$ cat src/rtl/mul_float_param_pipe_pkg.sv
// Shared types and helpers for the parametrised floating-point multiplier.
//   rm_t     : run-time rounding mode encoding (matches the 2-bit RM input)
//   fflags_t : per-operation exception flags {invalid, overflow, underflow, inexact}
//   spec_t   : special-operand class decided in stage 1 and carried down the pipe
//   bias()   : exponent bias for a given exponent width
package mul_float_pkg;

    typedef enum logic [1:0] {
        RM_RNE = 2'd0,
        RM_RTZ = 2'd1,
        RM_RUP = 2'd2,
        RM_RDN = 2'd3
    } rm_t;

    typedef struct packed {
        logic invalid;
        logic overflow;
        logic underflow;
        logic inexact;
    } fflags_t;

    // nan: result is the canonical qNaN; invalid: raise the invalid flag with it;
    // inf / zero: result is a signed infinity / signed zero with no flags.
    typedef struct packed {
        logic nan;
        logic invalid;
        logic inf;
        logic zero;
    } spec_t;

    function automatic int bias(input int exp_w);
        return (32'sd1 <<< (exp_w - 32'sd1)) - 32'sd1;
    endfunction

endpackage

$ cat src/rtl/mul_float_param_pipe_if.sv
// Handshake/data bundle of the floating-point multiplier.
//   Input side : iDATA_REQ / oDATA_BUSY with operands A, B, rounding mode and tag.
//   Output side: oDATA_VALID / iDATA_BUSY with product, flags and tag.
//   slave  : view of the multiplier itself.
//   master : view of the issuing/consuming logic (or a testbench).
interface mul_float_param_pipe_if #(
    parameter int EXP_W  = 8,
    parameter int FRAC_W = 23,
    parameter int TAG_W  = 4
);
    localparam int W = 1 + EXP_W + FRAC_W;

    logic             iDATA_REQ;
    logic             oDATA_BUSY;
    logic [W-1:0]     iDATA_A;
    logic [W-1:0]     iDATA_B;
    logic [1:0]       iDATA_RM;
    logic [TAG_W-1:0] iDATA_TAG;
    logic             oDATA_VALID;
    logic             iDATA_BUSY;
    logic [W-1:0]     oDATA;
    logic [3:0]       oDATA_FLAGS;
    logic [TAG_W-1:0] oDATA_TAG;

    modport slave (
        input  iDATA_REQ, iDATA_A, iDATA_B, iDATA_RM, iDATA_TAG, iDATA_BUSY,
        output oDATA_BUSY, oDATA_VALID, oDATA, oDATA_FLAGS, oDATA_TAG
    );

    modport master (
        output iDATA_REQ, iDATA_A, iDATA_B, iDATA_RM, iDATA_TAG, iDATA_BUSY,
        input  oDATA_BUSY, oDATA_VALID, oDATA, oDATA_FLAGS, oDATA_TAG
    );

endinterface

$ cat src/rtl/mul_float_param_pipe_round.sv
// Rounding increment decision for the multiplier's final stage.
//   rm       : rounding mode
//   sign     : sign of the result
//   lsb      : least significant kept mantissa bit
//   guard    : first discarded bit
//   sticky   : OR of all further discarded bits
//   round_up : 1 when the kept mantissa must be incremented by one ulp
module mul_float_round
    import mul_float_pkg::*;
(
    input  rm_t  rm,
    input  logic sign,
    input  logic lsb,
    input  logic guard,
    input  logic sticky,
    output logic round_up
);

    // Pick the increment according to the directed/nearest rounding rule
    always_comb begin
        round_up = 1'b0;
        case (rm)
            RM_RNE:  round_up = guard && (sticky || lsb);
            RM_RTZ:  round_up = 1'b0;
            RM_RUP:  round_up = !sign && (guard || sticky);
            RM_RDN:  round_up = sign && (guard || sticky);
            default: round_up = 1'b0;
        endcase
    end

endmodule

$ cat src/rtl/mul_float_param_pipe.sv
// Parametrised IEEE-754-style floating-point multiplier, 3-stage valid/busy pipeline.
//   iCLOCK      : clock, all state on posedge
//   iRESET_SYNC : synchronous active-high reset, discards everything in flight
//   bus         : slave side of mul_float_param_pipe_if (request, operands, rounding
//                 mode, tag in; product, flags, tag out; busy in both directions)
// Stage 1 classifies specials and sums exponents, stage 2 multiplies and normalises,
// stage 3 rounds, range-checks and registers the result. Denormal inputs are flushed
// to zero, results below the normal range flush to signed zero.
module mul_float_param_pipe
    import mul_float_pkg::*;
#(
    parameter int EXP_W  = 8,
    parameter int FRAC_W = 23,
    parameter int TAG_W  = 4
)(
    input  logic                   iCLOCK,
    input  logic                   iRESET_SYNC,
    mul_float_param_pipe_if.slave  bus
);

    localparam int W  = 1 + EXP_W + FRAC_W;
    localparam int M  = FRAC_W + 1;      // mantissa with hidden bit
    localparam int P  = 2 * M;           // full product width
    localparam int XW = EXP_W + 2;       // signed working exponent width

    localparam logic signed [XW-1:0] BIAS_X   = XW'(bias(EXP_W));
    localparam logic signed [XW-1:0] EXP_OVF  = XW'((32'sd1 <<< EXP_W) - 32'sd1);
    localparam logic signed [XW-1:0] EXP_ZERO = {XW{1'b0}};
    localparam logic [EXP_W-1:0]     EXP_ONES = {EXP_W{1'b1}};
    localparam logic [EXP_W-1:0]     EXP_MAXF = {{(EXP_W-1){1'b1}}, 1'b0};
    localparam logic [FRAC_W-1:0]    FRAC_0   = {FRAC_W{1'b0}};
    localparam logic [FRAC_W-1:0]    FRAC_1   = {FRAC_W{1'b1}};

    // ---------------- handshake ----------------
    logic v1_r, v2_r, v3_r;
    logic adv1_s, adv2_s, adv3_s;

    // A stage may load when it is empty or the stage after it is not stalled;
    // a full pipe with a stalled output therefore back-propagates to oDATA_BUSY.
    assign adv3_s = !v3_r || !bus.iDATA_BUSY;
    assign adv2_s = !v2_r || !(v3_r && !adv3_s);
    assign adv1_s = !v1_r || !(v2_r && !adv2_s);
    assign bus.oDATA_BUSY = v1_r && !adv1_s;

    // ---------------- stage 1: unpack / classify ----------------
    logic               sa_s, sb_s;
    logic [EXP_W-1:0]   ea_s, eb_s;
    logic [FRAC_W-1:0]  fa_s, fb_s;
    logic               a_zero_s, b_zero_s, a_inf_s, b_inf_s;
    logic               a_nan_s, b_nan_s, a_snan_s, b_snan_s, inf_zero_s;
    logic signed [XW-1:0] exp_sum_s;
    spec_t              spec_s;

    assign {sa_s, ea_s, fa_s} = bus.iDATA_A;
    assign {sb_s, eb_s, fb_s} = bus.iDATA_B;

    // exp == 0 covers denormals too: they are treated as zero
    assign a_zero_s   = (ea_s == {EXP_W{1'b0}});
    assign b_zero_s   = (eb_s == {EXP_W{1'b0}});
    assign a_inf_s    = (ea_s == EXP_ONES) && (fa_s == FRAC_0);
    assign b_inf_s    = (eb_s == EXP_ONES) && (fb_s == FRAC_0);
    assign a_nan_s    = (ea_s == EXP_ONES) && (fa_s != FRAC_0);
    assign b_nan_s    = (eb_s == EXP_ONES) && (fb_s != FRAC_0);
    assign a_snan_s   = a_nan_s && !fa_s[FRAC_W-1];
    assign b_snan_s   = b_nan_s && !fb_s[FRAC_W-1];
    assign inf_zero_s = (a_inf_s && b_zero_s) || (b_inf_s && a_zero_s);
    assign exp_sum_s  = $signed({2'b00, ea_s}) + $signed({2'b00, eb_s}) - BIAS_X;

    // Special-operand class in priority order: NaN / inf*0, then inf, then zero
    always_comb begin
        spec_s = spec_t'(4'b0000);
        if (a_nan_s || b_nan_s || inf_zero_s) begin
            spec_s.nan     = 1'b1;
            spec_s.invalid = inf_zero_s || a_snan_s || b_snan_s;
        end else if (a_inf_s || b_inf_s) begin
            spec_s.inf = 1'b1;
        end else if (a_zero_s || b_zero_s) begin
            spec_s.zero = 1'b1;
        end else begin
            spec_s = spec_t'(4'b0000);
        end
    end

    logic                 s1_sign_r;
    logic signed [XW-1:0] s1_exp_r;
    logic [M-1:0]         s1_ma_r, s1_mb_r;
    rm_t                  s1_rm_r;
    spec_t                s1_spec_r;
    logic [TAG_W-1:0]     s1_tag_r;

    // Stage 1 register: capture an accepted request, hold while stalled
    always_ff @(posedge iCLOCK) begin
        if (iRESET_SYNC) begin
            v1_r      <= 1'b0;
            s1_sign_r <= 1'b0;
            s1_exp_r  <= EXP_ZERO;
            s1_ma_r   <= {M{1'b0}};
            s1_mb_r   <= {M{1'b0}};
            s1_rm_r   <= RM_RNE;
            s1_spec_r <= spec_t'(4'b0000);
            s1_tag_r  <= {TAG_W{1'b0}};
        end else if (adv1_s) begin
            v1_r <= bus.iDATA_REQ;
            if (bus.iDATA_REQ) begin
                s1_sign_r <= sa_s ^ sb_s;
                s1_exp_r  <= exp_sum_s;
                s1_ma_r   <= {1'b1, fa_s};
                s1_mb_r   <= {1'b1, fb_s};
                s1_rm_r   <= rm_t'(bus.iDATA_RM);
                s1_spec_r <= spec_s;
                s1_tag_r  <= bus.iDATA_TAG;
            end
        end
    end

    // ---------------- stage 2: multiply / normalise ----------------
    logic [P-1:0]         prod_s, norm_s;
    logic signed [XW-1:0] exp2_s;

    assign prod_s = {{M{1'b0}}, s1_ma_r} * {{M{1'b0}}, s1_mb_r};
    // Product is in [1,4): a set MSB means [2,4) and bumps the exponent. The other
    // case is aligned by a left shift instead, so no product bit is ever dropped
    // before the sticky OR.
    assign norm_s = prod_s[P-1] ? prod_s : {prod_s[P-2:0], 1'b0};
    assign exp2_s = s1_exp_r + $signed({{(XW-1){1'b0}}, prod_s[P-1]});

    logic                 s2_sign_r;
    logic signed [XW-1:0] s2_exp_r;
    logic [M-1:0]         s2_mant_r;
    logic                 s2_guard_r, s2_sticky_r;
    rm_t                  s2_rm_r;
    spec_t                s2_spec_r;
    logic [TAG_W-1:0]     s2_tag_r;

    // Stage 2 register: keep mantissa, guard and sticky of the normalised product
    always_ff @(posedge iCLOCK) begin
        if (iRESET_SYNC) begin
            v2_r        <= 1'b0;
            s2_sign_r   <= 1'b0;
            s2_exp_r    <= EXP_ZERO;
            s2_mant_r   <= {M{1'b0}};
            s2_guard_r  <= 1'b0;
            s2_sticky_r <= 1'b0;
            s2_rm_r     <= RM_RNE;
            s2_spec_r   <= spec_t'(4'b0000);
            s2_tag_r    <= {TAG_W{1'b0}};
        end else if (adv2_s) begin
            v2_r <= v1_r;
            if (v1_r) begin
                s2_sign_r   <= s1_sign_r;
                s2_exp_r    <= exp2_s;
                s2_mant_r   <= norm_s[P-1 -: M];
                s2_guard_r  <= norm_s[FRAC_W];
                s2_sticky_r <= |norm_s[FRAC_W-1:0];
                s2_rm_r     <= s1_rm_r;
                s2_spec_r   <= s1_spec_r;
                s2_tag_r    <= s1_tag_r;
            end
        end
    end

    // ---------------- stage 3: round / range / specials ----------------
    logic                 round_up_s, carry_s, ovf_s, unf_s, ovf_inf_s;
    logic [M:0]           mant_rnd_s;
    logic [FRAC_W-1:0]    frac3_s;
    logic signed [XW-1:0] exp3_s;
    logic [W-1:0]         res_s;
    fflags_t              flags_s;

    mul_float_round u_round (
        .rm       (s2_rm_r),
        .sign     (s2_sign_r),
        .lsb      (s2_mant_r[0]),
        .guard    (s2_guard_r),
        .sticky   (s2_sticky_r),
        .round_up (round_up_s)
    );

    assign mant_rnd_s = {1'b0, s2_mant_r} + {{M{1'b0}}, round_up_s};
    // Rounding 1.11..1 up gives 10.00..0: fraction is zero and exponent grows
    assign carry_s = mant_rnd_s[M];
    assign frac3_s = carry_s ? mant_rnd_s[FRAC_W:1] : mant_rnd_s[FRAC_W-1:0];
    assign exp3_s  = s2_exp_r + $signed({{(XW-1){1'b0}}, carry_s});
    assign ovf_s   = (exp3_s >= EXP_OVF);
    assign unf_s   = (exp3_s <= EXP_ZERO);

    // Overflow saturates to max-finite unless the mode rounds away from zero
    always_comb begin
        ovf_inf_s = 1'b1;
        case (s2_rm_r)
            RM_RNE:  ovf_inf_s = 1'b1;
            RM_RTZ:  ovf_inf_s = 1'b0;
            RM_RUP:  ovf_inf_s = !s2_sign_r;
            RM_RDN:  ovf_inf_s = s2_sign_r;
            default: ovf_inf_s = 1'b1;
        endcase
    end

    // Final result selection: specials override, then overflow, underflow, normal
    always_comb begin
        res_s   = {W{1'b0}};
        flags_s = fflags_t'(4'b0000);
        if (s2_spec_r.nan) begin
            res_s           = {1'b0, EXP_ONES, 1'b1, {(FRAC_W-1){1'b0}}};
            flags_s.invalid = s2_spec_r.invalid;
        end else if (s2_spec_r.inf) begin
            res_s = {s2_sign_r, EXP_ONES, FRAC_0};
        end else if (s2_spec_r.zero) begin
            res_s = {s2_sign_r, {EXP_W{1'b0}}, FRAC_0};
        end else if (ovf_s) begin
            res_s            = ovf_inf_s ? {s2_sign_r, EXP_ONES, FRAC_0}
                                         : {s2_sign_r, EXP_MAXF, FRAC_1};
            flags_s.overflow = 1'b1;
            flags_s.inexact  = 1'b1;
        end else if (unf_s) begin
            res_s             = {s2_sign_r, {EXP_W{1'b0}}, FRAC_0};
            flags_s.underflow = 1'b1;
            flags_s.inexact   = 1'b1;
        end else begin
            res_s           = {s2_sign_r, exp3_s[EXP_W-1:0], frac3_s};
            flags_s.inexact = s2_guard_r || s2_sticky_r;
        end
    end

    logic [W-1:0]     out_data_r;
    fflags_t          out_flags_r;
    logic [TAG_W-1:0] out_tag_r;

    // Output register: result stays bit-stable while the consumer is busy
    always_ff @(posedge iCLOCK) begin
        if (iRESET_SYNC) begin
            v3_r        <= 1'b0;
            out_data_r  <= {W{1'b0}};
            out_flags_r <= fflags_t'(4'b0000);
            out_tag_r   <= {TAG_W{1'b0}};
        end else if (adv3_s) begin
            v3_r <= v2_r;
            if (v2_r) begin
                out_data_r  <= res_s;
                out_flags_r <= flags_s;
                out_tag_r   <= s2_tag_r;
            end
        end
    end

    assign bus.oDATA_VALID = v3_r;
    assign bus.oDATA       = out_data_r;
    assign bus.oDATA_FLAGS = out_flags_r;
    assign bus.oDATA_TAG   = out_tag_r;

endmodule
$ cat src/flat_wrapper.sv
// flat-port wrapper written by rule: the top's interface ports become plain ports
module mul_float_param_pipe_flat import mul_float_pkg::*;
#(
    parameter int EXP_W  = 8,
    parameter int FRAC_W = 23,
    parameter int TAG_W  = 4
)
  (iCLOCK, iRESET_SYNC, bus_iDATA_REQ, bus_iDATA_A, bus_iDATA_B, bus_iDATA_RM, bus_iDATA_TAG, bus_iDATA_BUSY, bus_oDATA_BUSY, bus_oDATA_VALID, bus_oDATA, bus_oDATA_FLAGS, bus_oDATA_TAG);
  mul_float_param_pipe_if #(.EXP_W(EXP_W), .FRAC_W(FRAC_W), .TAG_W(TAG_W)) bus_i ();
  input  logic iCLOCK;
  input  logic iRESET_SYNC;
  input wire logic [$bits(bus_i.iDATA_REQ)-1:0] bus_iDATA_REQ;
  input wire logic [$bits(bus_i.iDATA_A)-1:0] bus_iDATA_A;
  input wire logic [$bits(bus_i.iDATA_B)-1:0] bus_iDATA_B;
  input wire logic [$bits(bus_i.iDATA_RM)-1:0] bus_iDATA_RM;
  input wire logic [$bits(bus_i.iDATA_TAG)-1:0] bus_iDATA_TAG;
  input wire logic [$bits(bus_i.iDATA_BUSY)-1:0] bus_iDATA_BUSY;
  output wire logic [$bits(bus_i.oDATA_BUSY)-1:0] bus_oDATA_BUSY;
  output wire logic [$bits(bus_i.oDATA_VALID)-1:0] bus_oDATA_VALID;
  output wire logic [$bits(bus_i.oDATA)-1:0] bus_oDATA;
  output wire logic [$bits(bus_i.oDATA_FLAGS)-1:0] bus_oDATA_FLAGS;
  output wire logic [$bits(bus_i.oDATA_TAG)-1:0] bus_oDATA_TAG;
  assign bus_i.iDATA_REQ = bus_iDATA_REQ;
  assign bus_i.iDATA_A = bus_iDATA_A;
  assign bus_i.iDATA_B = bus_iDATA_B;
  assign bus_i.iDATA_RM = bus_iDATA_RM;
  assign bus_i.iDATA_TAG = bus_iDATA_TAG;
  assign bus_i.iDATA_BUSY = bus_iDATA_BUSY;
  assign bus_oDATA_BUSY = bus_i.oDATA_BUSY;
  assign bus_oDATA_VALID = bus_i.oDATA_VALID;
  assign bus_oDATA = bus_i.oDATA;
  assign bus_oDATA_FLAGS = bus_i.oDATA_FLAGS;
  assign bus_oDATA_TAG = bus_i.oDATA_TAG;
  mul_float_param_pipe #(.EXP_W(EXP_W), .FRAC_W(FRAC_W), .TAG_W(TAG_W)) u_core (.iCLOCK(iCLOCK), .iRESET_SYNC(iRESET_SYNC), .bus(bus_i));
endmodule
$ cat config.mk
export PLATFORM = sky130hd
export DESIGN_NAME = mul_float_param_pipe_flat
export DESIGN_NICKNAME = d
export VERILOG_FILES = /design/src/rtl/mul_float_param_pipe_pkg.sv /design/src/rtl/mul_float_param_pipe_if.sv /design/src/rtl/mul_float_param_pipe_round.sv /design/src/rtl/mul_float_param_pipe.sv /design/src/flat_wrapper.sv
export SDC_FILE = /design/constraint.sdc
export NUM_CORES = 2
export LEC_CHECK = 0
export ABC_CLOCK_PERIOD_IN_PS = 10320
export BUFFER_PORTS_ARGS = -buffer_cell sky130_fd_sc_hd__buf_2
export CAP_MARGIN = 5
export CORE_MARGIN = 3
export CORE_UTILIZATION = 35
export CTS_CLUSTER_SIZE = 20
export DETAILED_ROUTE_END_ITERATION = 16
export GPL_ROUTABILITY_DRIVEN = 0
export GPL_TIMING_DRIVEN = 0
export SYNTH_ARGS = -nofsm -noshare
export SYNTH_HDL_FRONTEND = slang
export SYNTH_SLANG_ARGS = --single-unit
export TNS_END_PERCENT = 5
$ cat constraint.sdc
create_clock -name iCLOCK -period 10.32 [get_ports iCLOCK]
set_input_delay 1.032 -clock iCLOCK [delete_from_list [all_inputs] [get_ports iCLOCK]]
set_output_delay 1.032 -clock iCLOCK [all_outputs]
set_load 0.05 [all_outputs]
# Yosys cells after proc, flatten, opt, wreduce, memory -nomap -nowiden
# Index checks and enable logic that the tools add are counted.
classes:
  n_bitwise: 1
  n_eq_ne: 5
  n_reduce_logical: 49
  n_mux: 24
  n_lt_le_gt_ge: 2
  n_mul: 1
  addsub: 5
ops:
  columns: ["op", "n"]
  rows:
  - ["31-bit 2-to-1 mux", 4]
  - ["24-bit by 24-bit multiplier with 48-bit output", 1]
  - ["48-bit 2-to-1 mux", 1]
  - ["23-bit logical NOT", 2]
  - ["23-bit nonzero test", 2]
  - ["32-bit 2-to-1 mux", 1]
  - ["24-bit by 1-bit adder with 25-bit output", 1]
  - ["24-bit 2-to-1 mux", 1]
  - ["23-bit 2-to-1 mux", 1]
  - ["23-bit OR reduction", 1]
  - ["10-bit by 2-bit adder with 10-bit output", 2]
  - ["8-bit == test, second input constant", 2]
  - ["8-bit logical NOT", 2]
  - ["1-bit logical AND", 14]
  - ["1-bit logical NOT", 12]
  - ["1-bit logical OR", 12]
  - ["10-bit by 9-bit >= comparator with 1-bit output, second input constant", 1]
  - ["10-bit by 1-bit less-or-equal comparator with 1-bit output, second input constant", 1]
  - ["10-bit by 8-bit subtractor with 10-bit output, second input constant", 1]
  - ["8-bit by 8-bit adder with 9-bit output", 1]
  - ["1-bit 2-to-1 mux", 9]
  - ["3-bit 2-to-1 mux", 3]
  - ["1-bit case mux with 4 select lines", 2]
  - ["2-bit AND reduction", 3]
  - ["5 further kinds", 7]
totals:
  word_cells: 117
  in_bits: 74
  regBits: 159

# Depth between registers and ports, before layout
logic_depth:
  word_depth: 12
  ltp_mapped: 35
  depth_no_buf: 31

# Cells and area by module
# A second synthesis with hierarchy kept.
hier_totals:
  hier_cells: 3119
  area_unflattened_um2: 26420.3
by_module_without_submodules:
  columns: ["mod", "seq_area_each_um2", "area_per_inst_um2", "instances", "cells_per_inst"]
  rows:
  - ["mul_float_param_pipe", 3163.0, 26382.8, 1, 3113]
  - ["mul_float_round", 0.0, 37.5, 1, 6]

# Worst setup path before layout
# Ideal clock, no wire load.
synth_timing:
  kind: "register to register"
  startpoint: "register u_core.s1_mb_r[3]"
  endpoint: "register u_core.s2_exp_r[9]"
  arrival_ps: 7614
  stages_incl_launch_ff: 36
  period_less_slack_ps: 7699
  required_ps: 10234
  slack_ps: 2621
  cell_sequence: "dfxtp_1 clkbuf_1 clkbuf_1 nand2_1 fa_1 inv_1 fa_1 inv_1 fa_1 inv_1 fa_1 inv_1 fa_1 inv_1 fa_1 inv_1 fa_1 inv_1 ha_1 buf_2 and3_1 or3b_1 nor2_2 o211ai_2 and4_4 o21ai_1 nand3_4 buf_8 inv_1 ha_1 nand3_1 nor2_1 and3_1 nand3_1 xor2_1 a211oi_1"
synth_via:
  elab_chain_len: 2
synth_lines:
  columns: ["item", "line_no", "text"]
  rows:
  - ["start: declaration", "mul_float_param_pipe.sv:86", "logic [M-1:0] s1_ma_r, s1_mb_r;"]
  - ["start signal: assignment", "mul_float_param_pipe.sv:98", "s1_mb_r <= {M{1'b0}};"]
  - ["start signal: assignment", "mul_float_param_pipe.sv:108", "s1_mb_r <= {1'b1, fb_s};"]
  - ["24-bit by 24-bit multiplier with 48-bit output", "mul_float_param_pipe.sv:120", "assign prod_s = {{M{1'b0}}, s1_ma_r} * {{M{1'b0}}, s1_mb_r};"]
  - ["10-bit by 2-bit adder with 10-bit output", "mul_float_param_pipe.sv:125", "assign exp2_s = s1_exp_r + $signed({{(XW-1){1'b0}}, prod_s[P-1]});"]
  - ["end signal: assignment", "mul_float_param_pipe.sv:151", "s2_exp_r <= exp2_s;"]
  - ["end: declaration", "mul_float_param_pipe.sv:128", "logic signed [XW-1:0] s2_exp_r;"]
# No other way between the ends.
# A chain may end at the register's enable or synchronous reset.

# Worst setup path after layout
layout_timing:
  startpoint: "register u_core.s1_mb_r[11]"
  endpoint: "register u_core.s2_exp_r[9]"
# The elaborated chain is that of the path after synthesis.

==> results.toml <==
[status]
status = "finished clean"

[critical_path]
cp-start-kind = "register"
arrival_ns = 9.75
cp_slowest_stage_delay_ns = 0.87
startpoint = "u_core.s1_mb_r[11]"
critPathCaptureType = "register"
timing.critical_path.mode_cell = "fa_1"
critPathSlowestCell = "dfxtp_1"
cp.required_ns = 10.65
regToRegSetupSlack_ns = 0.90
reg2regPathDepth = 29
r2r-start = "u_core.s1_mb_r[11]"
crit_path_max_fanout = 10
reg2reg_to = "u_core.s2_exp_r[9]"
crit_type = "reg2reg"

[cells_and_area]
area_growth_pct = 9.03
layout-drive-gt1-share_pct = 5.18
stdcell_count = 4255
fin_nets = 4012
nFillCells = 7661

[yosys]
synth_top_cell_by_area = "fa_1"
synth_cells = 3133
synth_area_mm2 = 0.0265
synth_warnings = 0
ys_seq_elements = 158
synth_edf_count = 0
synthTopCellsByArea = "fa_1 (37%), dfxtp_1 (12%), ha_1 (8.9%)"
synthTopCellsByCount = "inv_1 (555), nand2_1 (533), fa_1 (483)"
yosysMostFrequentCell = "inv_1"
syn_area_per_cell_um2 = 8.45
seq_area_frac_synth_pct = 12.0
synthArstFlopShare_pct = 0
yosysUniqueCellTypes = 71
synth_top_area_share_pct = 36.5
synthFlopType = "dfxtp_1"
syn_nets = 3879

[route]
drtAntennaViolNets = 0
wire_per_inst_um = 20.3
vias = 22179
viasPerCell = 5.21
drt-initial-drc-count = 1617
routed_wl_um = 86200
firstDrtPassIters = 5
drc = 0

[power_and_ir_drop]
switching_share_pct = 44.7
vdd_drop_max_mv = 0.112
power_frac_seq_pct = 28.5
design_power_total_mw = 2.45
clkPwrFrac_pct = 26.3
leakage_nw = 13.6
p_comb_share_pct = 45.1
internal-power_mw = 1.36
p_per_area_mw_per_mm2 = 84.9
power.switching_mw = 1.10

[timing]
timing.fmax_mhz = 106
maxSlewViolCount = 0
hold_viol_final = 0
slew_headroom_pct = 15.7
setup_viol = 0
fin_crit_sh_pct = 91.3
worst_slack_ns = 0.900
worstMarginPinSlew_ns = 1.26
clock_skew_ns = 0.0140
rsz0062_at_grt = "no"
fin_tns_setup_ns = 0
period_needed_ns = 9.42

[global_route]
gr-usage-all-layers_pct = 22.1
grt_pass1_vias = 22314
grt_overflow_total = 0
grt_pass1_wl_um = 132000
met3_usage_pct = 4.12
grt-busiest-layer = "met2"
use_met1_pct = 29.9
antenna_found_initial = 3
grt_max_degree = 19
use_met2_pct = 34.6

[die]
num_rows = 100
pin_count = 116
coreArea_mm2 = 0.0747
initial_core_util_pct = 35.4
dieArea_mm2 = 0.0789
die_h_um = 281
die_x_um = 281

[min_path]
holdCritStartpoint = "u_core.bus.oDATA[14]"
worstHoldEndpoint = "u_core.bus.oDATA[14]"
hp-class = "reg2reg"
holdPathStages = 2

[placed_design]
dp_cells = 4216
dpl.hpwl_um = 71100
portBuffers = 114
dp_slack_ns = 1.16

[clock_network]
numCtsBuffers = 17
cts_tree = "done"
htreeDepth = 4
cts_setup_buffers = 0
postCtsResizedCells = 0
clk_path_buf_depth = 2
postCtsHoldBufs = 0
root_buffer = "clkbuf_16"
clock_latency_ns = 0.47
path_clk_slew_ns = 0.08
cts.sinks = 158

[job]
drv_cap = 0
[state kept, by name (all words and copies together), names as in the netlist, 10 cells and up]
signal            count
u_core.s1_mb_r       24
u_core.s2_mant_r     24
u_core.s2_exp_r      10
u_core.bus.oDATA     32
u_core.s1_exp_r      10
u_core.s1_ma_r       23
[how the worst max path moves through the flow]
stage                         endpoint  slack, ns
CTS                 u_core.s2_exp_r[9]       1.11
global placement    u_core.s2_exp_r[9]       1.13
floorplan           u_core.s2_exp_r[9]       2.62
global route        u_core.s2_exp_r[8]       0.57
finish              u_core.s2_exp_r[9]       0.90
detailed placement  u_core.s2_exp_r[9]       1.16
[metrics by stage]
stage / instance area, µm² / util [%] / hold slack [ns]
floorplan: 26500 / - / 0.428
global placement: 28200 / 37.8 / 0.440
detailed placement: 28200 / 37.8 / 0.443
CTS: 28800 / 38.6 / 0.454
global route: 28800 / 38.6 / 0.467
finish: 28900 / 38.6 / 0.454
[layout make-up]
type                            instances  area, µm²  area share (%)
Sequential cell                       158       3160            11.0
Antenna cell                            7       17.5          0.0607
Clock inverter                         15        164           0.568
Buffer                                178        719            2.49
Timing Repair Buffer                  114        571            1.98
Inverter                              556       2090            7.23
Tap cell                              969       1210            4.20
Clock buffer                           17        425            1.47
Multi-Input combinational cell       2241      20500            71.0
[per-layer routing]
metal,up-vias,wire length [µm]
met5,-,0
met4,0,4170
met3,179,7410
met2,903,38100
met1,11142,36500
li1,9955,-
[placed cells by master, fill, tap and decap left out, types with 4 or more instances in the layout]
master     instances
nand4_1           26
and4_1             8
buf_2            121
a211oi_1          46
nor3_1            19
fa_1             483
nand3b_1           7
a221oi_1           4
mux2i_1           22
inv_1            555
inv_8              5
o21ai_0           53
o21ai_1            4
dfxtp_1          158
nand3_1           30
and3_1            13
o21a_1             7
clkbuf_16         17
or3_1              6
o211ai_1          11
xnor2_1           54
or2_2              4
nor4_1            20
clkbuf_1         164
a21o_1            28
o21bai_1           9
xor2_1            34
a31oi_1            9
a22oi_1           15
nand2b_1           9
and2_1           265
nor2_1           116
nand2_1          533
diode_2            7
a21oi_1          169
ha_1             189
[power groups by stage]
stage          clock network (mW)  registers (mW)  logic, mW
2_1_floorplan                   0           0.696      0.721
3_3_place_gp                    0           0.709       1.09
3_5_place_dp                    0           0.710       1.09
4_1_cts                     0.650           0.696       1.10
5_1_grt                     0.676           0.702       1.23
6_report                    0.645           0.699       1.11
[kinds of logic (layout without fill, tap and decap cells)]
kind of cell    after synthesis  count (layout)  synth area share, %
xor+xnor                     88              88                 2.91
fa+ha+maj                   672             672                 45.5
other cells                   0               7                    0
flops                       158             158                 12.0
mux                          22              22                0.832
compound gates              386             386                 8.95
buf+inv                     734             880                 10.6
simple gates               1073            1073                 19.3
[worst max-delay path, delay by kind of cell, from the launching register on]
family	cells	cell delay (ns)
adders and majority gates	9	4.16
and+or+nand+nor	8	1.34
DFF	1	0.87
buffers and inverters	6	1.20
AOI/OAI and AO/OA	5	1.34
xor gates and xnor gates	1	0.34
Power figures use the tool's default switching activity.
